## src/rtl/alu_muldiv_controller.sv

```systemverilog
// Execute-stage ALU operation decoder plus an iterative radix-2 sequencer
// for the RV32M multiply/divide group, with a stall toward the pipeline.
module alu_muldiv_controller #(
    parameter int XLEN     = 32,
    parameter bit ENABLE_M = 1'b1
) (
    input  logic            clk,
    input  logic            rst_n,
    input  logic [1:0]      ALUOp,
    input  logic [6:0]      Funct7,
    input  logic [2:0]      Funct3,
    input  logic            IsRType,
    input  logic            InValid,
    input  logic            Flush,
    input  logic [XLEN-1:0] SrcA,
    input  logic [XLEN-1:0] SrcB,
    output logic [3:0]      Operation,
    output logic            MulDivSel,
    output logic            Stall,
    output logic            MulDivDone,
    output logic [XLEN-1:0] MulDivResult
);
    localparam int CW = $clog2(XLEN);
    localparam logic [CW-1:0] LAST_STEP = CW'(XLEN - 1);

    typedef enum logic [1:0] {S_IDLE, S_CALC, S_DONE} state_t;

    state_t            r_state;
    logic [CW-1:0]     r_cnt;
    logic [2:0]        r_f3;
    logic [XLEN-1:0]   r_m;
    logic [2*XLEN-1:0] r_acc;
    logic              r_neg_q;
    logic              r_neg_r;
    logic              r_done;
    logic [XLEN-1:0]   r_result;

    always_comb begin
        Operation = 4'b0000;
        case (ALUOp)
            2'b00: Operation = 4'b0011;
            2'b01: begin
                case (Funct3)
                    3'b000:  Operation = 4'b1000;
                    3'b001:  Operation = 4'b0100;
                    3'b100:  Operation = 4'b0101;
                    3'b101:  Operation = 4'b0110;
                    3'b110:  Operation = 4'b1110;
                    3'b111:  Operation = 4'b1111;
                    default: Operation = 4'b0000;
                endcase
            end
            2'b10: begin
                case (Funct3)
                    3'b000:  Operation = (IsRType && Funct7 == 7'b0100000) ? 4'b1001 : 4'b0011;
                    3'b001:  Operation = 4'b1100;
                    3'b010:  Operation = 4'b0111;
                    3'b011:  Operation = 4'b1110;
                    3'b100:  Operation = 4'b0010;
                    3'b101:  Operation = Funct7[5] ? 4'b1010 : 4'b1011;
                    3'b110:  Operation = 4'b0001;
                    default: Operation = 4'b0000;
                endcase
            end
            default: Operation = (Funct3 == 3'b000) ? 4'b1101 : 4'b0000;
        endcase
    end

    logic w_is_m;
    assign w_is_m    = ENABLE_M && (ALUOp == 2'b10) && IsRType && (Funct7 == 7'b0000001);
    assign MulDivSel = w_is_m;
    // Stall is dropped during reset and flush so the pipeline is never held by a dead op.
    assign Stall     = rst_n & InValid & w_is_m & ~Flush & (r_state != S_DONE);

    logic            w_is_div, w_a_signed, w_b_signed, w_a_neg, w_b_neg;
    logic [XLEN-1:0] w_a_mag, w_b_mag;
    logic            w_div0, w_ovf;
    logic [XLEN-1:0] w_special;

    assign w_is_div   = Funct3[2];
    assign w_a_signed = w_is_div ? ~Funct3[0] : ~(Funct3[1] & Funct3[0]);
    assign w_b_signed = w_is_div ? ~Funct3[0] : ~Funct3[1];
    assign w_a_neg    = w_a_signed & SrcA[XLEN-1];
    assign w_b_neg    = w_b_signed & SrcB[XLEN-1];
    assign w_a_mag    = w_a_neg ? -SrcA : SrcA;
    assign w_b_mag    = w_b_neg ? -SrcB : SrcB;
    assign w_div0     = w_is_div && (SrcB == '0);
    assign w_ovf      = w_is_div && !Funct3[0] && (SrcA == {1'b1, {(XLEN-1){1'b0}}}) && (SrcB == '1);
    assign w_special  = w_div0 ? (Funct3[1] ? SrcA : '1) : (Funct3[1] ? '0 : SrcA);

    // r_acc is {high, low}: accumulator/multiplier for mul, remainder/quotient for div.
    logic [XLEN:0]     w_mul_sum, w_div_shift, w_div_diff;
    logic [2*XLEN-1:0] w_mul_next, w_div_next, w_next, w_prod;
    logic [XLEN-1:0]   w_quot, w_rem, w_final;

    assign w_mul_sum   = {1'b0, r_acc[2*XLEN-1:XLEN]} + (r_acc[0] ? {1'b0, r_m} : '0);
    assign w_mul_next  = {w_mul_sum, r_acc[XLEN-1:1]};
    assign w_div_shift = r_acc[2*XLEN-1:XLEN-1];
    assign w_div_diff  = w_div_shift - {1'b0, r_m};
    assign w_div_next  = w_div_diff[XLEN] ? {w_div_shift[XLEN-1:0], r_acc[XLEN-2:0], 1'b0}
                                          : {w_div_diff[XLEN-1:0],  r_acc[XLEN-2:0], 1'b1};
    assign w_next      = r_f3[2] ? w_div_next : w_mul_next;
    assign w_prod      = r_neg_q ? -w_next : w_next;
    assign w_quot      = r_neg_q ? -w_next[XLEN-1:0] : w_next[XLEN-1:0];
    assign w_rem       = r_neg_r ? -w_next[2*XLEN-1:XLEN] : w_next[2*XLEN-1:XLEN];

    always_comb begin
        w_final = '0;
        case (r_f3)
            3'b000:         w_final = w_prod[XLEN-1:0];
            3'b100, 3'b101: w_final = w_quot;
            3'b110, 3'b111: w_final = w_rem;
            default:        w_final = w_prod[2*XLEN-1:XLEN];
        endcase
    end

    always_ff @(posedge clk or negedge rst_n) begin
        if (!rst_n) begin
            r_state  <= S_IDLE;
            r_cnt    <= '0;
            r_f3     <= '0;
            r_m      <= '0;
            r_acc    <= '0;
            r_neg_q  <= 1'b0;
            r_neg_r  <= 1'b0;
            r_done   <= 1'b0;
            r_result <= '0;
        end else begin
            r_done <= 1'b0;
            if (Flush) begin
                r_state <= S_IDLE;
            end else begin
                case (r_state)
                    S_IDLE: begin
                        if (InValid && w_is_m) begin
                            r_f3    <= Funct3;
                            r_m     <= w_b_mag;
                            r_acc   <= {{XLEN{1'b0}}, w_a_mag};
                            r_neg_q <= w_a_neg ^ w_b_neg;
                            r_neg_r <= w_a_neg;
                            r_cnt   <= '0;
                            if (w_div0 || w_ovf) begin
                                r_result <= w_special;
                                r_done   <= 1'b1;
                                r_state  <= S_DONE;
                            end else begin
                                r_state <= S_CALC;
                            end
                        end
                    end
                    S_CALC: begin
                        r_acc <= w_next;
                        r_cnt <= r_cnt + 1'b1;
                        if (r_cnt == LAST_STEP) begin
                            r_result <= w_final;
                            r_done   <= 1'b1;
                            r_state  <= S_DONE;
                        end
                    end
                    default: r_state <= S_IDLE;
                endcase
            end
        end
    end

    assign MulDivDone   = r_done;
    assign MulDivResult = r_result;
endmodule

```

## config.mk

```make
export PLATFORM = sky130hd
export DESIGN_NAME = alu_muldiv_controller
export DESIGN_NICKNAME = d
export VERILOG_FILES = /design/src/rtl/alu_muldiv_controller.sv
export SDC_FILE = /design/constraint.sdc
export NUM_CORES = 1
export LEC_CHECK = 0
export ABC_CLOCK_PERIOD_IN_PS = 15400
export CAP_MARGIN = 20
export CORE_MARGIN = 8
export CORE_UTILIZATION = 54
export CTS_CLUSTER_DIAMETER = 60
export DETAILED_ROUTE_END_ITERATION = 7
export HOLD_SLACK_MARGIN = 0.02
export MAX_ROUTING_LAYER = met4
export PLACE_DENSITY = 0.7
export SLEW_MARGIN = 20
export SYNTH_ARGS = -nofsm -noshare
export SYNTH_HDL_FRONTEND = slang
export SYNTH_SLANG_ARGS = --single-unit
```

## constraint.sdc

```tcl
create_clock -name clk -period 15.4 [get_ports clk]
set_input_delay 3.85 -clock clk [delete_from_list [all_inputs] [get_ports clk]]
set_output_delay 3.85 -clock clk [all_outputs]
set_load 0.02 [all_outputs]
```

==> results of run 1 <==
-- tightest hold or removal path, stage by stage, from the launching register on --
cell,delay [ps]
dfrtp_1,350
nand2_1,50
o31ai_1,60
-- flip-flops by register name, summed over array words and instances, names as in the netlist --
register and cells:
r_f3 3, MulDivResult 32, r_neg_r 1, r_neg_q 1
r_m 32, MulDivDone 1, r_cnt 5, r_acc 64
r_state 2
-- worst min path at each step --
stage / start / to / slack [ps] / depth (start not counted)
3_5_place_dp: MulDivResult[5]$_DFFE_PN0P_ / MulDivResult[5]$_DFFE_PN0P_ / 480 / 1
2_1_floorplan: r_m[12]$_DFFE_PN0P_ / r_m[12]$_DFFE_PN0P_ / 460 / 2
4_1_cts: MulDivResult[5]$_DFFE_PN0P_ / MulDivResult[5]$_DFFE_PN0P_ / 490 / 1
6_report: MulDivResult[3]$_DFFE_PN0P_ / MulDivResult[3]$_DFFE_PN0P_ / 490 / 2
5_1_grt: MulDivResult[5]$_DFFE_PN0P_ / MulDivResult[5]$_DFFE_PN0P_ / 500 / 1
3_3_place_gp: MulDivResult[5]$_DFFE_PN0P_ / MulDivResult[5]$_DFFE_PN0P_ / 460 / 1
-- per-stage QoR --
stage	instances	setup slack, ps	area (µm²)
3_3_place_gp	2489	5595	17270
3_5_place_dp	2489	5566	17280
5_1_grt	2521	5351	17880
6_report	2522	5524	17880
2_1_floorplan	2090	5960	15970
4_1_cts	2521	5562	17880
-- kinds of logic after synthesis --
group                      Yosys count  synth area share [%]
buffers and inverters              211                 5.478
xor gates and xnor gates           173                 9.490
adders and majority gates          101                 7.570
DFF                                141                 22.10
muxes                               40                 2.633
AOI/OAI and AO/OA                  727                 30.95
and+or+nand+nor                    697                 21.79
-- layout make-up --
class	count	area [µm²]
Multi-Input combinational cell	1738	11600
Fill cell	2675	11520
Sequential cell	141	3535
Timing Repair Buffer	144	1380
Tap cell	390	488.0
Clock buffer	19	442.9
Inverter	76	285.3
Clock inverter	13	153.9
Antenna cell	1	2.502
-- where the power goes --
part           internal [mW]  total, mW  switching, mW
clock network          0.247      0.439          0.192
registers              0.375      0.385        0.00943
logic                 0.0839      0.219          0.135
total                  0.706       1.04          0.336
-- cells in the mapped netlist (all sizes together) (28+ instances only) --
| cell | n |
|---|---|
| xnor2 | 98 |
| ha | 71 |
| nand3 | 43 |
| dfrtp | 141 |
| mux2i | 34 |
| nand2 | 224 |
| nand4 | 38 |
| maj3 | 28 |
| nor3 | 76 |
| inv | 75 |
| a21o | 55 |
| nor2 | 138 |
| clkbuf | 98 |
| o21ai | 204 |
| and2 | 53 |
| buf | 37 |
| xor2 | 75 |
| a21oi | 166 |
| a211oi | 30 |
| o31ai | 35 |
| a221oi | 41 |
-- per-layer routing --
layer / wire length (µm) / part of all wire (%) / vias to the layer above / global-route usage, %
li1: - / - / 7823 / -
met1: 26600 / 43 / 8207 / 46.36
met5: 0 / 0 / - / -
met4: 2384 / 3.9 / 0 / 12.67
met3: 5920 / 9.6 / 154 / 7.299
met2: 26440 / 43 / 928 / 50.98
==> results.md, run 1 <==
* Most used DFF post-synth: dfrtp_1
* Via count of the first global-routing pass at about 16000
* Maximum vdd drop at ~0.000078 V
* Die area at about 35000 µm²
* Rows at 63
* Via density at 6.785
* Gate Count Post-Synth at between 2000 and 2500
* Crit path arrival time at a little over 6000 ps
* Max incr delay on CP at just over 700 ps
* Most common cell after layout, fill and taps aside: nand2_1
* TNS Setup at 0 ps
* Initial antenna violation count at 0
* Die H at 188.0 µm
* Die width at ~190 µm
* Min Hold Slack at 487.4 ps
* Synth Register Bits at 141
* DPL Wire Length at 46.69 mm
* Sink Count at about 140
* Largest net degree at the start of global routing at 95
* Slowest CP cell: clkdlybuf4s50_1
* Crit path launch: Funct3[1]
* CTS Buf Count at 17
* Starting density of the core at a little over half
* Hold_buf cts at 0
* CP Max Fanout at 13
* Post-CTS setup buffers at 0
* ANT nets after route at 0
* Drt pass-1 iters at 7
* Ratio of cells with drive above 1 in the final layout at between 5 and 6%
* Data required, critical path at between 10000 and 15000 ps
* Skew-Pair Late Insertion Delay at approximately 450 ps
* Final Hold Viols at 0
* Worst slew pin tran at about 1100 ps
* Boundary pin count at between 100 and 150
* Worst Hold Class: register to register
* Slew Limit Headroom at approximately a quarter
* R2r endpoint: MulDivResult[31]$_DFFE_PN0P_
* Final critical-path required period at ~9900 ps
* Syn avg cell area at roughly 7.6 µm²
* WL final at 61.35 mm
* DRC viols at 0
* Synth top area share at ~22%
* Synth top area cells: dfrtp_1 (22%), o21ai_0 (6.0%), ha_1 (5.6%)
* Worst Setup End Kind: output pin
* Clk_skew at between 15 and 20 ps
* Max-slew violation count at 0
* RR Startpoint: r_acc[31]$_DFFE_PN0P_
* Crit path depth at 7
* IO buf count at between 100 and 150
* CTS HTree Levels at 4
* Delay-heaviest family, CP: buffers and inverters
* Status: completed
* Clock transition at path regs at approximately 70 ps
* Worst path bufs/invs at 2
* Max-Cap Viols at 0
* Worst reg2reg path depth at 17
* Cell Area, Synth at 15970 µm²
* DR vias at roughly 17000
* RSZ-0062 raised after global routing: no
* RePlAce Congestion at about 1
* Syn nets at around 2200
* End of the critical path: Operation[2]
* Ys async rst share at 100.0%
* CTS tree: built
* Cell variety after synth at around 110
* Post_cts resized at 0
* First-pass GRT wire length at 94.77 mm
* R2R Setup Slk at a little under 9000 ps
* GRT Overall Usage at between 30% and 40%
* Fmax at around 0.10 GHz
* NumNets Final at 2272
* Final Core Density at between 60% and 70%
* Drt wl/cell at around 24 µm
* Setup Crit Path Kind: input pin to output pin
* Layout area overhead at 12.01%
* Power per cell area at a little under 60 nW/µm²
* CTS root buf: clkbuf_16
* Post-synthesis sequential area ratio at between 20 and 25%
* Pwr Total at approximately 1.0 mW
* Endpoints failing setup at 0
* Crit start category: input pin
* YS warnings at 0
* Core footprint at ~29000 µm²
* DR iter-0 viols at ~2400
* Number of synthesized flops with an enable pin at 0
* Crit share post-route at roughly 64%
* Gr ovfl total at 0
* Post-synth top area cell: dfrtp_1
* Maximum clock path buffer count at 2
* Leakage at ~7.6 nW
* Cell-by-cell trace of the critical path: clkdlybuf4s50_1 > nor3_1 > nand2_1 > o21ai_0 > nand2_1 > o31ai_1 > clkdlybuf4s50_1
* Most frequent cells in the layout: nand2_1 (220), o21ai_0 (191), a21oi_1 (157), dfrtp_1 (138), nor2_1 (136)
(Power assumes the default switching activity.)
==> inputs of run 2 (changes only) <==
- ABC_CLOCK_PERIOD_IN_PS: 15400 -> 9990
- clock period: 15.4 -> 9.99 ns (I/O delays scaled with it)
==> run 2 against run 1 <==
Effect of this change:
- the flow now finishes with violations (DRC)
- setup slack worse by 2700 ps
- first-iteration DRC count down 8.0%
- flip-flop and latch count unchanged
- core utilization about the same
- critical endpoint is now Stall
- die area unchanged
- critical path type unchanged
- total power up 54%
- worst hold slack about the same
- clock-buffer cell count up 3
- sequential share of layout area about the same
==> results.md, run 2 (synthesis gave the netlist of run 1 again) <==
* Status: finished, violations left
* Failing checks: DRC
* Die width at roughly 190 µm
* Layout area overhead at 12.03%
* Worst Hold Class: register to register
* RSZ-0062 raised after global routing: no
* NumNets Final at roughly 2300
* Skew-Pair Late Insertion Delay at about 460 ps
* Leakage at ~7.6 nW
* Max-Cap Viols at 0
* Final Core Density at around 60%
* Post_cts resized at 0
* ANT nets after route at 0
* Crit start category: input pin
* DR iter-0 viols at around 2200
* Crit path arrival time at 4640 ps
* Crit path launch: ALUOp[1]
* Power per cell area at 89.90 nW/µm²
* WL final at 60.26 mm
* Most frequent cells in the layout: nand2_1 (220), o21ai_0 (191), a21oi_1 (157), dfrtp_1 (139), nor2_1 (136)
* Via density at ~6.8
* Max incr delay on CP at between 600 and 700 ps
* CTS root buf: clkbuf_16
* Max-slew violation count at 0
* IO buf count at 119
* CTS HTree Levels at 4
* Hold_buf cts at 0
* Final critical-path required period at 7141 ps
* TNS Setup at 0 ps
* Initial antenna violation count at 0
* DP Cell Count at between 2000 and 2500
* Endpoints failing setup at 0
* Final Hold Viols at 0
* Rows at 63
* Worst path most repeated cell: clkdlybuf4s50_1
* Core footprint at just under 30000 µm²
* Die H at between 150 and 200 µm
* Worst Setup End Kind: output pin
* DR vias at approximately 17000
* # diodes at 0
* Clk_skew at approximately 19 ps
* Crit share post-route at a little under three quarters
* Non-Filler Instances at 2522
* Maximum clock path buffer count at 2
* Delay-heaviest family, CP: buffers and inverters
* First-pass GRT wire length at between 90 and 100 mm
* DRC viols at 2
* Die area at between 30000 and 40000 µm²
* Drt wl/cell at about 24 µm
* Slowest CP cell: clkdlybuf4s50_1
* Worst Min Path Start: MulDivResult[3]$_DFFE_PN0P_
* Biggest register: r_acc
* Pwr Total at around 1.6 mW
* CTS Buf Count at 17
* Fmax at 0.1400 GHz
* Ratio of cells with drive above 1 in the final layout at around 5.7%
* Maximum vdd drop at 0.0001262 V
* Boundary pin count at 120
* Starting density of the core at between 50% and 60%
* Sink Count at approximately 140
* Clock transition at path regs at 60 ps
* Cell-by-cell trace of the critical path: clkdlybuf4s50_1 > nand2b_1 > nor4_1 > nand3b_1 > nor2_1 > clkdlybuf4s50_1
* Slew Limit Headroom at 23.45%
* CTS tree: built
* Gr ovfl total at 0
* Max reg flops at 64
* Most common cell after layout, fill and taps aside: nand2_1
* GRT Overall Usage at ~34%
* CP Max Fanout at 9
* Worst path bufs/invs at 2
* Via count of the first global-routing pass at ~16000
* RePlAce Congestion at around 1.0
* Worst slew pin tran at between 1000 and 1500 ps
* Drt pass-1 iters at 8
* Largest net degree at the start of global routing at 95
* Setup Crit Path Kind: input pin to output pin
* RR Startpoint: r_acc[42]$_DFFE_PN0P_
* Data required, critical path at between 7000 and 8000 ps
* DPL Wire Length at 45.50 mm
* Post-CTS setup buffers at 0
==> run 2: metal layers <==
metal | track usage [%] | vias to the layer above | share of wire (%)
met1 | 46.57 | 8186 | 43
met2 | 49.93 | 994 | 43
met4 | 11.76 | 0 | 3.5
li1 | - | 7809 | -
met3 | 6.761 | 137 | 10
met5 | - | - | 0
==> run 2: cell type report <==
class                   instances  area [µm²]
flip-flops and latches        141        3533
inverters                      76       285.3
well taps                     390       488.0
clock inverters                10       137.6
clock buffers                  22       464.2
multi-input cells            1738       11590
fillers                      2709       11510
repair buffers                145        1388
==> run 2: report_power, final <==
part | leakage (nW) | switching, mW | internal (mW)
logic | 5.46 | 0.209 | 0.129
registers | 1.83 | 0.0139 | 0.579
clock network | 0.290 | 0.272 | 0.406
==> run 2: final timing paths <==
kind / endpoint / depth (start not counted) / slack, ps
min in group asynchronous: r_acc[57]$_DFFE_PN0P_ / 1 / 1970
worst min-delay path: MulDivResult[3]$_DFFE_PN0P_ / 2 / 490
worst max register to register: MulDivResult[0]$_DFFE_PN0P_ / 18 / 3310
worst max-delay path: Stall / 6 / 2850
worst min register to register: MulDivResult[3]$_DFFE_PN0P_ / 2 / 490
max in group asynchronous: r_acc[5]$_DFFE_PN0P_ / 2 / 6790
==> run 2: worst register-to-register path: stages (launching register included) <==
cell	delay, ps
dfrtp_1	470
ha_1	460
nand2_1	160
o21ai_0	400
nor2_1	240
a211o_1	450
a21oi_4	560
nor3_1	230
a21oi_1	310
ha_1	310
nand3_1	160
nor4b_1	660
nand3_1	380
or2_2	580
nand2_1	180
xnor2_1	150
a211oi_1	120
a21oi_1	530
a21oi_1	150
==> run 2: per-stage QoR <==
step | instance area (µm²) | setup WS, ps | hold WS (ps)
final | 17890 | 2849 | 487.4
after detailed placement | 17290 | 2847 | 479.9
after floorplan | 15970 | 3255 | 463.9
after CTS | 17890 | 2849 | 492.3
after global routing | 17890 | 2622 | 518.3
after global placement | 17280 | 2874 | 466.2
